`config.mk`:
```
export PLATFORM = sky130hd
export DESIGN_NAME = pll_reset_sequencer_flat
export DESIGN_NICKNAME = d
export VERILOG_FILES = /design/src/rtl/pll_reset_sequencer_pkg.sv /design/src/rtl/pll_reset_sequencer_if.sv /design/src/rtl/pll_reset_sequencer_lock_sync.sv /design/src/rtl/pll_reset_sequencer.sv /design/src/flat_wrapper.sv
export SDC_FILE = /design/constraint.sdc
export NUM_CORES = 1
export LEC_CHECK = 0
export ABC_CLOCK_PERIOD_IN_PS = 2510
export CORE_UTILIZATION = 35
export CTS_BUF_LIST = sky130_fd_sc_hd__clkbuf_8 sky130_fd_sc_hd__clkbuf_16
export CTS_CLUSTER_SIZE = 12
export DETAILED_ROUTE_END_ITERATION = 12
export PLACE_DENSITY = 0.51
export RECOVER_POWER = 25
export SLEW_MARGIN = 20
export SYNTH_ARGS = -nofsm -noshare
export SYNTH_HDL_FRONTEND = slang
export SYNTH_SLANG_ARGS = --single-unit
```
`constraint.sdc`:
```
create_clock -name clk_in1 -period 2.51 [get_ports clk_in1]
set_clock_uncertainty 0.1 [all_clocks]
set_input_delay 0.6275 -clock clk_in1 [delete_from_list [all_inputs] [get_ports clk_in1]]
set_output_delay 0.6275 -clock clk_in1 [all_outputs]
set_load 0.005 [all_outputs]
```
`src/rtl/pll_reset_sequencer_pkg.sv`:
```
// pll_reset_sequencer_pkg: shared types and constants for the PLL reset sequencer.
//   state_e      : sequencer FSM states
//   RELOCK_W     : width of the relock counter output
//   max_u()      : helper used to size shared counters from parameters
package pll_reset_sequencer_pkg;

  localparam int unsigned RELOCK_W = 8;

  typedef enum logic [2:0] {
    ST_RESET     = 3'd0,
    ST_WAIT_LOCK = 3'd1,
    ST_STABLE    = 3'd2,
    ST_RELEASE   = 3'd3,
    ST_RUN       = 3'd4
  } state_e;

  function automatic int unsigned max_u(input int unsigned a, input int unsigned b);
    return (a > b) ? a : b;
  endfunction

endpackage

```
`src/rtl/pll_reset_sequencer_if.sv`:
```
// pll_reset_sequencer_if: PLL-side and domain-reset signals of the sequencer.
//   pll_locked  : lock indicator from the PLL (asynchronous)
//   pll_rst     : reset to the PLL primitive
//   domain_rst  : per-output-domain resets, bit i for CLK_OUT(i+1)
//   ready       : all domains released and PLL locked
//   relock_cnt  : saturating count of lock losses
//   timeout_err : sticky lock watchdog flag
// master = sequencer side, slave = PLL wrapper / consumers side.
interface pll_reset_sequencer_if #(
  parameter int unsigned N_OUT = 4
);
  import pll_reset_sequencer_pkg::*;

  logic                pll_locked;
  logic                pll_rst;
  logic [N_OUT-1:0]    domain_rst;
  logic                ready;
  logic [RELOCK_W-1:0] relock_cnt;
  logic                timeout_err;

  modport master (
    input  pll_locked,
    output pll_rst, domain_rst, ready, relock_cnt, timeout_err
  );

  modport slave (
    output pll_locked,
    input  pll_rst, domain_rst, ready, relock_cnt, timeout_err
  );

endinterface

```
`src/rtl/pll_reset_sequencer_lock_sync.sv`:
```
// lock_sync: two-flop synchronizer for a slow asynchronous level (e.g. PLL lock).
//   clk : destination clock
//   rst : synchronous active-high reset, clears both stages
//   d   : asynchronous input
//   q   : synchronized output, 2 cycles of latency
module lock_sync (
  input  logic clk,
  input  logic rst,
  input  logic d,
  output logic q
);

  (* ASYNC_REG = "TRUE" *) logic meta;
  (* ASYNC_REG = "TRUE" *) logic sync;

  always_ff @(posedge clk) begin
    if (rst) begin
      meta <= 1'b0;
      sync <= 1'b0;
    end else begin
      meta <= d;
      sync <= meta;
    end
  end

  assign q = sync;

endmodule

```
`src/rtl/pll_reset_sequencer.sv`:
```
// pll_reset_sequencer: pulses the PLL reset, waits for a stable lock, then
// releases the per-domain resets one at a time; any lock loss restarts it.
//   clk_in1 : free-running reference clock (only clock of the block)
//   rst     : synchronous active-high reset
//   pll_if  : master modport of pll_reset_sequencer_if (lock in, resets/status out)
// Optional feature macro PLL_SEQ_WATCHDOG_EN: enables the WAIT_LOCK timeout
// and the sticky timeout_err flag; otherwise WAIT_LOCK waits indefinitely.
module pll_reset_sequencer #(
  parameter int unsigned RST_CYCLES     = 16,
  parameter int unsigned STABLE_CYCLES  = 1024,
  parameter int unsigned STAGGER_CYCLES = 8,
  parameter int unsigned LOCK_TIMEOUT   = 65536,
  parameter int unsigned N_OUT          = 4
) (
  input logic                  clk_in1,
  input logic                  rst,
  pll_reset_sequencer_if.master pll_if
);
  import pll_reset_sequencer_pkg::*;

  // One shared counter covers every timed phase, so it spans the largest limit.
  localparam int unsigned CNT_MAX = max_u(max_u(RST_CYCLES, STABLE_CYCLES),
                                          max_u(STAGGER_CYCLES, LOCK_TIMEOUT));
  localparam int unsigned CNT_W   = $clog2(CNT_MAX + 1);

  state_e              state_q, state_nxt;
  logic [CNT_W-1:0]    cnt_q, cnt_nxt;
  logic                pll_rst_q, pll_rst_nxt;
  logic [N_OUT-1:0]    domain_rst_q, domain_rst_nxt;
  logic                ready_q, ready_nxt;
  logic [RELOCK_W-1:0] relock_q, relock_nxt;
  logic                timeout_q, timeout_nxt;
  logic                lock_s;

  lock_sync u_lock_sync (
    .clk (clk_in1),
    .rst (rst),
    .d   (pll_if.pll_locked),
    .q   (lock_s)
  );

  // State and registered outputs.
  always_ff @(posedge clk_in1) begin
    if (rst) begin
      state_q      <= ST_RESET;
      cnt_q        <= '0;
      pll_rst_q    <= 1'b1;
      domain_rst_q <= '1;
      ready_q      <= 1'b0;
      relock_q     <= '0;
      timeout_q    <= 1'b0;
    end else begin
      state_q      <= state_nxt;
      cnt_q        <= cnt_nxt;
      pll_rst_q    <= pll_rst_nxt;
      domain_rst_q <= domain_rst_nxt;
      ready_q      <= ready_nxt;
      relock_q     <= relock_nxt;
      timeout_q    <= timeout_nxt;
    end
  end

  // Next state and next output values.
  always_comb begin
    state_nxt      = state_q;
    cnt_nxt        = cnt_q;
    pll_rst_nxt    = 1'b0;
    domain_rst_nxt = domain_rst_q;
    ready_nxt      = 1'b0;
    relock_nxt     = relock_q;
    timeout_nxt    = timeout_q;

    case (state_q)
      ST_RESET: begin
        pll_rst_nxt    = 1'b1;
        domain_rst_nxt = '1;
        if (cnt_q == CNT_W'(RST_CYCLES - 1)) begin
          state_nxt   = ST_WAIT_LOCK;
          cnt_nxt     = '0;
          pll_rst_nxt = 1'b0;
        end else begin
          cnt_nxt = cnt_q + CNT_W'(1);
        end
      end

      ST_WAIT_LOCK: begin
        // Lock is checked first so it wins over a same-cycle timeout.
        if (lock_s) begin
          state_nxt = ST_STABLE;
          cnt_nxt   = CNT_W'(1);
        end
`ifdef PLL_SEQ_WATCHDOG_EN
        else if (cnt_q == CNT_W'(LOCK_TIMEOUT - 1)) begin
          state_nxt      = ST_RESET;
          cnt_nxt        = '0;
          pll_rst_nxt    = 1'b1;
          domain_rst_nxt = '1;
          timeout_nxt    = 1'b1;
        end else begin
          cnt_nxt = cnt_q + CNT_W'(1);
        end
`else
        else begin
          cnt_nxt = '0;
        end
`endif
      end

      ST_STABLE: begin
        // cnt already includes the lock cycle that caused entry.
        if (!lock_s) begin
          state_nxt = ST_WAIT_LOCK;
          cnt_nxt   = '0;
        end else if (cnt_q == CNT_W'(STABLE_CYCLES)) begin
          state_nxt      = ST_RELEASE;
          cnt_nxt        = '0;
          domain_rst_nxt = domain_rst_q << 1;
        end else begin
          cnt_nxt = cnt_q + CNT_W'(1);
        end
      end

      ST_RELEASE: begin
        // Left shift clears the next-higher domain bit each stagger period.
        if (!lock_s) begin
          state_nxt      = ST_RESET;
          cnt_nxt        = '0;
          pll_rst_nxt    = 1'b1;
          domain_rst_nxt = '1;
          if (relock_q != '1) relock_nxt = relock_q + RELOCK_W'(1);
        end else if (domain_rst_q == '0) begin
          state_nxt = ST_RUN;
          ready_nxt = 1'b1;
        end else if (cnt_q == CNT_W'(STAGGER_CYCLES - 1)) begin
          cnt_nxt        = '0;
          domain_rst_nxt = domain_rst_q << 1;
        end else begin
          cnt_nxt = cnt_q + CNT_W'(1);
        end
      end

      ST_RUN: begin
        if (!lock_s) begin
          state_nxt      = ST_RESET;
          cnt_nxt        = '0;
          pll_rst_nxt    = 1'b1;
          domain_rst_nxt = '1;
          if (relock_q != '1) relock_nxt = relock_q + RELOCK_W'(1);
        end else begin
          ready_nxt = 1'b1;
        end
      end

      default: begin
        state_nxt      = ST_RESET;
        cnt_nxt        = '0;
        pll_rst_nxt    = 1'b1;
        domain_rst_nxt = '1;
      end
    endcase
  end

  assign pll_if.pll_rst     = pll_rst_q;
  assign pll_if.domain_rst  = domain_rst_q;
  assign pll_if.ready       = ready_q;
  assign pll_if.relock_cnt  = relock_q;
  assign pll_if.timeout_err = timeout_q;

endmodule

```
`src/flat_wrapper.sv`:
```
// flat-port wrapper written by rule: the top's interface ports become plain ports
module pll_reset_sequencer_flat import pll_reset_sequencer_pkg::*;
#(
  parameter int unsigned RST_CYCLES     = 16,
  parameter int unsigned STABLE_CYCLES  = 1024,
  parameter int unsigned STAGGER_CYCLES = 8,
  parameter int unsigned LOCK_TIMEOUT   = 65536,
  parameter int unsigned N_OUT          = 4
)
  (clk_in1, rst, pll_if_pll_locked, pll_if_pll_rst, pll_if_domain_rst, pll_if_ready, pll_if_relock_cnt, pll_if_timeout_err);
  pll_reset_sequencer_if #(.N_OUT(N_OUT)) pll_if_i ();
  input logic clk_in1;
  input logic rst;
  input wire logic [$bits(pll_if_i.pll_locked)-1:0] pll_if_pll_locked;
  output wire logic [$bits(pll_if_i.pll_rst)-1:0] pll_if_pll_rst;
  output wire logic [$bits(pll_if_i.domain_rst)-1:0] pll_if_domain_rst;
  output wire logic [$bits(pll_if_i.ready)-1:0] pll_if_ready;
  output wire logic [$bits(pll_if_i.relock_cnt)-1:0] pll_if_relock_cnt;
  output wire logic [$bits(pll_if_i.timeout_err)-1:0] pll_if_timeout_err;
  assign pll_if_i.pll_locked = pll_if_pll_locked;
  assign pll_if_pll_rst = pll_if_i.pll_rst;
  assign pll_if_domain_rst = pll_if_i.domain_rst;
  assign pll_if_ready = pll_if_i.ready;
  assign pll_if_relock_cnt = pll_if_i.relock_cnt;
  assign pll_if_timeout_err = pll_if_i.timeout_err;
  pll_reset_sequencer #(.RST_CYCLES(RST_CYCLES), .STABLE_CYCLES(STABLE_CYCLES), .STAGGER_CYCLES(STAGGER_CYCLES), .LOCK_TIMEOUT(LOCK_TIMEOUT), .N_OUT(N_OUT)) u_core (.clk_in1(clk_in1), .rst(rst), .pll_if(pll_if_i));
endmodule
```
After elaboration in Yosys (flattened, before gate mapping):

Index checks and enable logic that the tools add are counted.

* register bits after elaboration: 36
* bits in latches: 0
* memory bits (writable): 0
* memory bits (read-only): 0
* input bits: 3
* word-level logic and storage cells: 68
* memories: 0

* add/subtract/negate cells: 2
* multipliers: 0
* divide/modulo/power cells: 0
* order comparisons: 0
* equal/unequal tests: 17
* shift operators: 0
* multiplexer cells: 31
* bitwise logic cells: 2
* reduce and logical (&&, ||, !) cells: 8

Operators with widths (number)
* 17-bit two-way mux: 7
* 17-bit case mux with 5 select lines: 1
* 4-bit two-way mux: 6
* 3-bit two-way mux: 7
* 17-bit by 1-bit adder with 17-bit output, second input constant: 1
* 17-bit by 11-bit equality test with 1-bit output, second input constant: 1
* 17-bit by 3-bit equality test with 1-bit output, second input constant: 1
* 17-bit by 4-bit equality test with 1-bit output, second input constant: 1
* 4-bit case mux with 4 select lines: 1
* 3-bit case mux with 5 select lines: 1
* 3-bit by 2-bit != test with 1-bit output, second input constant: 3
* 8-bit by 1-bit adder with 8-bit output, second input constant: 1
* 8-bit != test, second input constant: 1
* 3-bit by 2-bit equality test with 1-bit output, second input constant: 2
* 1-bit two-way mux: 6
* 2-bit != test, second input constant: 3
* 6-bit AND reduction: 1
* 5-bit AND reduction: 1
* 4-bit logical NOT: 1
* 2-bit by 1-bit != test with 1-bit output, second input constant: 2
* 2-bit OR reduction: 2
* 3-bit by 1-bit equality test with 1-bit output, second input constant: 1
* 3-bit equality test, second input constant: 1
* 3-bit logical NOT: 1
* 6 further kinds: 7

Depth between registers and ports, before layout:

Gate-level depths: netlist (run 1).

* depth in word-level cells: 5
* gate-level depth with buffers: 9
* depth with buffers taken out: 8

Cells and area by module:

Synthesis (run 1) repeated with hierarchy kept, for this count alone.

* cell total of the unflattened synthesis: 227
* area, all modules: 1921.8 µm²

Modules (own cells, without submodules)
* pll_reset_sequencer: times used 1, cells an instance 223, area each 1869.3 µm²
* lock_sync: times used 1, cells an instance 4, area each 52.6 µm²

Worst setup path after synthesis (run 1):

Ideal clock, no wire load.

* path type: register -> register
* start: register u_core.cnt_q[5]
* end: register u_core.domain_rst_q[0] (netlist: u_core.pll_if.domain_rst[0])
* library setup time: 121 ps
* arrival: 1800 ps
* data required time: 2289 ps
* path slack: 489 ps
* stages on the path, launching flop included: 7
* path buffers: 0
* cell sequence: dfxtp_1 > or4_4 > nor4_4 > a311oi_1 > nor2_1 > nand2_2 > mux2_4

* cells in the longest elaborated chain, start to end: 3

RTL lines
* start, declared: RTL line pll_reset_sequencer.sv:27 `logic [CNT_W-1:0] cnt_q, cnt_nxt;`
* start signal, assigned: RTL line pll_reset_sequencer.sv:54 `cnt_q <= cnt_nxt;`
* 17-bit by 3-bit equality test with 1-bit output or 17-bit by 11-bit equality test with 1-bit output (tied branches): RTL line pll_reset_sequencer.sv:134, pll_reset_sequencer.sv:114
* 3-bit by 2-bit != test with 1-bit output (no line) or 2-bit by 1-bit != test with 1-bit output (tied branches)
* 6-bit AND reduction (no line) *
* end signal, assigned: RTL line pll_reset_sequencer.sv:56 `domain_rst_q <= domain_rst_nxt;`
* end, declared: RTL line pll_reset_sequencer.sv:29 `logic [N_OUT-1:0] domain_rst_q, domain_rst_nxt;`

Every way passes the cells marked *; elsewhere a longest branch is shown, timed or not.
A chain may end at the register's enable or synchronous reset.

Final worst setup path (run 1):

* start: register u_core.state_q[2]
* end: register u_core.cnt_q[5]

* cells in the longest elaborated chain, start to end: 3

RTL lines
* start, declared: RTL line pll_reset_sequencer.sv:26 `state_e state_q, state_nxt;`
* start signal, assigned: RTL line pll_reset_sequencer.sv:53 `state_q <= state_nxt;`
* 3-bit by 2-bit equality test with 1-bit output or 3-bit equality test (tied branches): RTL line pll_reset_sequencer.sv:73 `case (state_q)`
* 3-bit != test (no line) or 2-bit != test (tied branches)
* 2-bit AND reduction (no line)

Several ways; a longest one is shown, not always the timed one.

==> results.toml, run 1 <==
[sta]
worstMarginPinSlew_ns = 0.611
relSlewSlack = 0.593
setup-violations-final = 0
fin_crit_ns = 2.29
fin_ws_ns = 0.220
fmaxAchievable_mhz = 437
finalSetupTns_ns = 0
period_share = 0.912
hold_violations = 0
drv_slew = 0
rsz0062_at_grt = "no"

[clocking]
cts_root_buffer = "clkbuf_8"
htreeDepth = 2
cts_setup_buffers = 0
clock_sinks = 36
cts_buffer_depth = 2
clk-insertion-delay-late_ns = 0.28
cts-resized-gates = 0
path_clk_slew_ns = 0.07
cts_tree = "yes"
cts_made_buffers = 5
postCtsHoldBufs = 0

[cells_and_area]
fill_cells = 575
post-route-util = 0.417
final_cell_mix = "nor2_1, dfxtp_1, nand2_1, xor2_1, nand4_1"
fin_nets = 234
drive_gt1_frac = 0.122
fin_area_um2 = 2140
syn_to_final_growth_pct = 14.6
antennaDiodeCount = 0

[place]
dp_slack_ns = 0.232
gp_congestion = 0.794
detailed_place.area_um2 = 2050
place_hpwl_mm = 2.71
port_buffers = 16

[logic_synthesis]
synth.cell_area_um2 = 1870
yosys_most_used_dff = "dfxtp_1"
seq_area_frac_synth = 0.386
synthArstFlopShare = 0
ys_ff_latch = 36
syn_nets = 217
synth_cells = 211
synth_warnings = 0
synth_edf_count = 0
syn_area_per_cell_um2 = 8.86
ys_types = 53

[floorplan]
core_um2 = 5140
die_area_um2 = 5640
start_util = 0.364
ios = 18
die_x_um = 75.1
die_h_um = 75.1
rows = 26

[worst_hold_path]
holdCritPathClass = "reg2reg"
hold-path-endpoint = "u_core.u_lock_sync.q"
min_path_cells = 1
hp-start = "u_core.u_lock_sync.meta"

[setup_path]
ff2ff_setup_slack_ns = 0.22
cp_data_arrival_time_ns = 2.35
worstPathMaxFanout = 12
critPathMaxStageDelay_ns = 0.72
cp_cell_sequence = "or4bb_2, o21a_1, and2_1, and3_1, xnor2_1, nor2_1"
criticalPathCategory = "reg2reg"
reg2reg_to = "u_core.cnt_q[5]"
cp-start-kind = "flop"
critPathCaptureType = "flop"
rr_worst_depth = 6
reg2reg_from = "u_core.state_q[2]"
cp.required_ns = 2.57
slowest_stage = "or4bb_2"

[flow_run]
cap_violations = 0

[power]
total_power_mw = 1.03
ir_drop_v = 0.000328
power.density_nw_per_um2 = 482
power.leakage_nw = 0.786

[grt]
grt-busiest-layer = "met2"
grt_pass1_wl_mm = 6.64
gr-total-overflow = 0
grt.met2_usage = 0.226
met1_usage = 0.224
grtUsageTotal = 0.155
grt_pass1_vias = 1370
grt_max_degree = 24
grt_use_met3 = 0.0402
antenna_found_initial = 0

[route]
avgRoutedWirePerCell_um = 13.0
drc = 0
route.vias.total = 1476
vias_per_cell = 4.94
drt_iter0_markers = 99
postRouteAntennaNets = 0
wl_mm = 3.88
drt_pass1_iterations = 4

[run_status]
status = "finished clean"
==> cell families after synthesis <==
kind of cell    Yosys count  share of synthesized area
mux                       5                     0.0294
buf+inv                  14                     0.0589
simple gates            103                      0.288
flops                    36                      0.386
xor+xnor                 21                     0.0984
fa+ha+maj                 3                     0.0201
compound gates           28                      0.117
other cells               1                    0.00201
==> metrics by stage <==
| stage | std cells | hold WS [ns] |
|---|---|---|
| 2_1_floorplan | 211 | 0.314 |
| 3_3_place_gp | 291 | 0.316 |
| 3_5_place_dp | 291 | 0.327 |
| 4_1_cts | 299 | 0.358 |
| 5_1_grt | 299 | 0.377 |
| 6_report | 299 | 0.352 |
==> flip-flops by register name (all words and copies together) (netlist names) <==
register and cells:
u_core.cnt_q 17, u_core.pll_if.domain_rst 4, u_core.pll_if.pll_rst 1, u_core.pll_if.ready 1, u_core.pll_if.relock_cnt 8, u_core.state_q 3, u_core.u_lock_sync.meta 1, u_core.u_lock_sync.q 1
==> area by class of cell <==
cell class,count,area [µm²],share of cell area
multi-input cells,161,1040,0.485
flip-flops and latches,36,721,0.336
repair buffers,20,190,0.0888
well taps,70,87.6,0.0409
clock buffers,6,82.6,0.0386
inverters,4,15.0,0.00701
clock inverters,2,7.51,0.00350
==> worst max path at each step <==
| stage | cells after the start | from | endpoint | slack [ns] |
|---|---|---|---|---|
| after detailed placement | 6 | u_core.state_q[2] | u_core.cnt_q[5] | 0.23 |
| after global routing | 6 | u_core.cnt_q[5] | u_core.cnt_q[6] | 0.08 |
| after global placement | 6 | u_core.state_q[2] | u_core.cnt_q[5] | 0.24 |
| final | 6 | u_core.state_q[2] | u_core.cnt_q[5] | 0.22 |
| after CTS | 6 | u_core.state_q[2] | u_core.cnt_q[5] | 0.20 |
| after floorplan | 6 | u_core.cnt_q[5] | u_core.pll_if.domain_rst[0] | 0.49 |
==> cell usage after synthesis, drive strengths merged (2+ instances only) <==
cell	instances	area, µm²
or2b	3	26.3
nand4	10	62.6
mux2i	4	40.0
a311oi	2	23.8
nor3	3	15.0
and2	2	12.5
nand2	22	85.1
o21a	3	22.5
inv	4	15.0
a31o	2	26.3
buf	5	46.3
dfxtp	36	721
and4	2	18.8
clkbuf	5	48.8
and3	6	37.5
nand3	6	30.0
a211o	2	18.8
nor4	2	27.5
nor2	36	135
o21ai	8	40.0
nor2b	2	12.5
xor2	18	158
xnor2	3	26.3
a21oi	3	15.0
or4	3	26.3
ha	3	37.5
==> per-layer routing <==
| layer | share of wire | routed length [µm] |
|---|---|---|
| met1 | 0.52 | 2020 |
| met5 | 0 | 0 |
| met4 | 0.0077 | 30 |
| met3 | 0.028 | 107 |
| met2 | 0.44 | 1720 |
==> critical path: cells and delay by family, from the launching register on <==
family                    cells  cell delay [ns]
and+or+nand+nor               4             1.16
AOI/OAI and AO/OA             1             0.21
DFF                           1             0.57
xor gates and xnor gates      1             0.14
==> power breakdown <==
group / total [mW] / switching [mW] / internal [mW]
combinational: 0.0374 / 0.0224 / 0.0150
clock: 0.412 / 0.196 / 0.216
sequential: 0.584 / 0.00668 / 0.577
total: 1.03 / 0.225 / 0.808
Note: power is estimated with default switching activity, not from simulation.
==> run 2, diff against run 1 <==
- CELL_PAD_IN_SITES_DETAIL_PLACEMENT: not set -> 2
- CELL_PAD_IN_SITES_GLOBAL_PLACEMENT: not set -> 2
- PLACE_DENSITY: 0.51 -> 0.77
==> run 2 against run 1 <==
  * Sequential power about the same
  * Global-route usage up 5.0 points
  * Non-clock buffer count decreased by 1
  * Register-to-register slack lost 0.06 ns
  * Fmax shrank 2.7%
  * Routed wire length rose by 30%
  * Critical path type unchanged
  * Sequential cell count stayed put
  * Design area barely moved
  * Via count increased by 5.8%
  * Largest cell class unchanged
  * Utilization barely moved
  * Sequential share of layout area about the same
==> results.toml, run 2 (synthesis gave the netlist of run 1 again) <==
[sta]
fin_crit_ns = 2.35
finalSetupTns_ns = 0
period_share = 0.937
drv_slew = 0
relSlewSlack = 0.593
fmaxAchievable_mhz = 425
fin_ws_ns = 0.157
hold_violations = 0
setup-violations-final = 0
rsz0062_at_grt = "no"
worstMarginPinSlew_ns = 0.610

[grt]
grt_max_degree = 24
antenna_found_initial = 0
grt_pass1_wl_mm = 8.56
grtUsageTotal = 0.205
grt_pass1_vias = 1714
gr-total-overflow = 0

[clocking]
cts-resized-gates = 0
cts_buffer_depth = 2
cts_root_buffer = "clkbuf_8"
htreeDepth = 2
clock_sinks = 36
postCtsHoldBufs = 0
cts_made_buffers = 5
path_clk_slew_ns = 0.07
cts_setup_buffers = 0
clk-insertion-delay-late_ns = 0.29
cts_tree = "yes"

[worst_hold_path]
holdCritPathClass = "reg2reg"
min_path_cells = 1

[route]
route.vias.total = 1562
wl_mm = 5.04
drc = 0
drt_iter0_markers = 39
vias_per_cell = 5.26
postRouteAntennaNets = 0
drt_pass1_iterations = 4
avgRoutedWirePerCell_um = 17.0

[place]
dp_slack_ns = 0.164
dp_cells = 290
gp_congestion = 0.841
place_hpwl_mm = 3.82
port_buffers = 16

[power]
power.density_nw_per_um2 = 498
ir_drop_v = 0.000210
power.leakage_nw = 0.770

[floorplan]
die_h_um = 75.1
ios = 18
rows = 26
die_area_um2 = 5640
die_x_um = 75.1
core_um2 = 5140
start_util = 0.364

[setup_path]
reg2reg_to = "u_core.cnt_q[8]"
startpoint = "u_core.cnt_q[13]"
reg2reg_from = "u_core.cnt_q[13]"
cp.required_ns = 2.57
cp-start-kind = "flop"
worstPathMaxFanout = 9
critPathCaptureType = "flop"
crit_end = "u_core.cnt_q[8]"
ff2ff_setup_slack_ns = 0.16
rr_worst_depth = 6
cp_data_arrival_time_ns = 2.41
criticalPathCategory = "reg2reg"

[flow_run]
cap_violations = 0

[cells_and_area]
syn_to_final_growth_pct = 14.5
final_cell_mix = "nor2_1, dfxtp_1, nand2_1, xor2_1, nand4_1"
antennaDiodeCount = 0
top_register = "u_core.cnt_q"
post-route-util = 0.417
largest_reg_flops = 17
stdcell_count = 297
fill_cells = 602
fin_nets = 233
drive_gt1_frac = 0.123

[run_status]
status = "finished clean"
-- run 2: worst max-delay path: stages (launching register included) --
cell	delay, ns
dfxtp_1	0.37
or4_1	0.63
nor4_4	0.28
a211o_2	0.23
a31o_4	0.20
o21a_1	0.32
nor2_1	0.10
-- run 2: where the power goes --
group,total (mW),internal (mW),switching (mW)
Sequential,0.585,0.577,0.00802
Clock,0.446,0.244,0.202
Combinational,0.0359,0.0143,0.0216
Total,1.07,0.836,0.231
-- run 2: cell type report --
type                            count  area [µm²]  share of cell area
Tap cell                           70        87.6              0.0409
Clock buffer                        7        96.3              0.0450
Inverter                            4        15.0             0.00701
Sequential cell                    36         721               0.337
Multi-Input combinational cell    161        1040               0.485
Timing Repair Buffer               19         183              0.0853
-- run 2: worst min-delay path by stage --
stage	startpoint	to
6_report	u_core.u_lock_sync.meta	u_core.u_lock_sync.q
5_1_grt	u_core.u_lock_sync.meta	u_core.u_lock_sync.q
4_1_cts	u_core.u_lock_sync.meta	u_core.u_lock_sync.q
3_5_place_dp	u_core.u_lock_sync.meta	u_core.u_lock_sync.q
3_3_place_gp	u_core.u_lock_sync.meta	u_core.u_lock_sync.q
2_1_floorplan	u_core.u_lock_sync.meta	u_core.u_lock_sync.q
-- run 2: routing by layer --
metal,vias to the layer above,share of wire,GRT usage
li1,763,-,-
met1,774,0.44,0.245
met2,18,0.52,0.357
met3,7,0.019,0.0415
met4,0,0.017,0.0881
met5,-,0,0
-- run 2: stage by stage --
step / total power, mW / hold slack (ns) / cell area, µm²
4_1_cts: 1.08 / 0.357 / 2140
5_1_grt: 1.11 / 0.383 / 2140
2_1_floorplan: 0.623 / 0.314 / 1870
3_3_place_gp: 0.633 / 0.339 / 2040
6_report: 1.07 / 0.351 / 2140
3_5_place_dp: 0.635 / 0.335 / 2040
==> run 3, diff against run 2 <==
- CAP_MARGIN: not set -> 30
- PLACE_DENSITY: 0.77 -> not set
- PLACE_DENSITY_LB_ADDON: not set -> 0.12
==> run 3 against run 2 <==
  * Sequential power barely moved
  * Via count increased by 1.5%
  * Register-to-register slack better by 0.03 ns
  * Critical path depth unchanged
  * Sequential share of layout area decreased by 0.41 points
  * Total power increased by 6.1%
  * Global-route usage down 0.10 points
  * Combinational power up 12%
  * First-iteration DRC count shrank 15%
  * Largest cell class unchanged
==> results.toml, run 3 (synthesis gave the netlist of run 1 again) <==
[cells_and_area]
post-route-util = 0.422
final_cell_mix = "nor2_1, dfxtp_1, nand2_1, xor2_1, nand4_1"
top_register = "u_core.cnt_q"
multi_input_area_um2 = 1040
drive_gt1_frac = 0.130
syn_to_final_growth_pct = 15.9
fin_area_um2 = 2170
seq_area_um2 = 721
antennaDiodeCount = 0
fill_cells = 584
fin_nets = 235
largest_reg_flops = 17

[sta]
finalSetupTns_ns = 0
drv_slew = 0
relSlewSlack = 0.574
setup-violations-final = 0
hold_violations = 0
fmaxAchievable_mhz = 431
period_share = 0.925
fin_crit_ns = 2.32
hold_ws_ns = 0.353
rsz0062_at_grt = "no"
worstMarginPinSlew_ns = 0.639

[setup_path]
cp_cell_sequence = "or4_4, nor4_4, a211o_2, a31o_4, o21a_1, nor2_1"
worstPathMaxFanout = 9
criticalPathCategory = "reg2reg"
cp.required_ns = 2.58
reg2reg_from = "u_core.cnt_q[5]"
startpoint = "u_core.cnt_q[5]"
cp_data_arrival_time_ns = 2.39
critPathMaxStageDelay_ns = 0.57
critPathCaptureType = "flop"
critical_path_buf_inv_count = 0
critPathTopFamily = "simple AND/OR/NAND/NOR gates"
cp-start-kind = "flop"
slowest_stage = "or4_4"

[grt]
gr-total-overflow = 0
grt_pass1_wl_mm = 8.41
grt_max_degree = 24
grt_pass1_vias = 1692
grtUsageTotal = 0.204
antenna_found_initial = 0

[route]
route.vias.total = 1585
drt_iter0_markers = 33
drc = 0
postRouteAntennaNets = 0
wl_mm = 5.04
avgRoutedWirePerCell_um = 16.8
vias_per_cell = 5.28
drt_pass1_iterations = 4

[power]
swShare = 0.220
power.density_nw_per_um2 = 522
power.leakage_nw = 0.793
total_power_mw = 1.13
combPwrFrac = 0.035
power_frac_clock = 0.449
p_switching_uw = 249
ir_drop_v = 0.000253
internal_power_uw = 883
pwr-share-seq = 0.515

[place]
detailed_place.area_um2 = 2060
gp_congestion = 0.845
place_hpwl_mm = 3.71
port_buffers = 16

[worst_hold_path]
holdCritPathClass = "reg2reg"
hp-start = "u_core.u_lock_sync.meta"

[clocking]
htreeDepth = 2
cts_buffer_depth = 2
cts_root_buffer = "clkbuf_8"
cts-resized-gates = 0
cts_tree = "yes"
cts_made_buffers = 5
postCtsHoldBufs = 0
clk-insertion-delay-late_ns = 0.29
clock_sinks = 36
cts_setup_buffers = 0
path_clk_slew_ns = 0.07

[floorplan]
ios = 18
start_util = 0.364
core_um2 = 5140
die_x_um = 75.1
rows = 26
die_area_um2 = 5640
die_h_um = 75.1

[run_status]
status = "finished clean"

[flow_run]
cap_violations = 0
## run 3: per-layer routing
layer,GRT usage,share of wire
met4,0.0419,0.0075
met2,0.374,0.54
met5,0,0
met3,0.0602,0.021
met1,0.234,0.43
## run 3: layout make-up
type | instances | share of cell area
multi-input combinational | 161 | 0.479
sequential | 36 | 0.333
timing repair buffer | 21 | 0.0912
tap | 70 | 0.0404
clock buffer | 5 | 0.0318
clock inverter | 3 | 0.0179
inverter | 4 | 0.00693
## run 3: worst reg2reg max path: stages (launching register included)
cell	delay, ns
dfxtp_1	0.37
or4_4	0.57
nor4_4	0.32
a211o_2	0.22
a31o_4	0.20
o21a_1	0.33
nor2_1	0.10
## run 3: worst paths after layout
check / cells after the start / slack, ns / end
max: 6 / 0.19 / u_core.cnt_q[2]
min: 1 / 0.35 / u_core.u_lock_sync.q
max reg2reg: 6 / 0.19 / u_core.cnt_q[2]
min reg2reg: 1 / 0.35 / u_core.u_lock_sync.q
## run 3: power groups by stage
stage,Clock (mW),Combinational (mW),Sequential [mW]
after global placement,0,0.0385,0.596
final,0.508,0.0401,0.583
after detailed placement,0,0.0418,0.597
after CTS,0.516,0.0422,0.584
after floorplan,0,0.0293,0.594
after global routing,0.549,0.0450,0.585
## run 3: metrics by stage
stage | instances | setup slack, ns
global route | 300 | 0.0523
finish | 300 | 0.188
global placement | 292 | 0.256
floorplan | 211 | 0.489
detailed placement | 292 | 0.183
CTS | 300 | 0.159
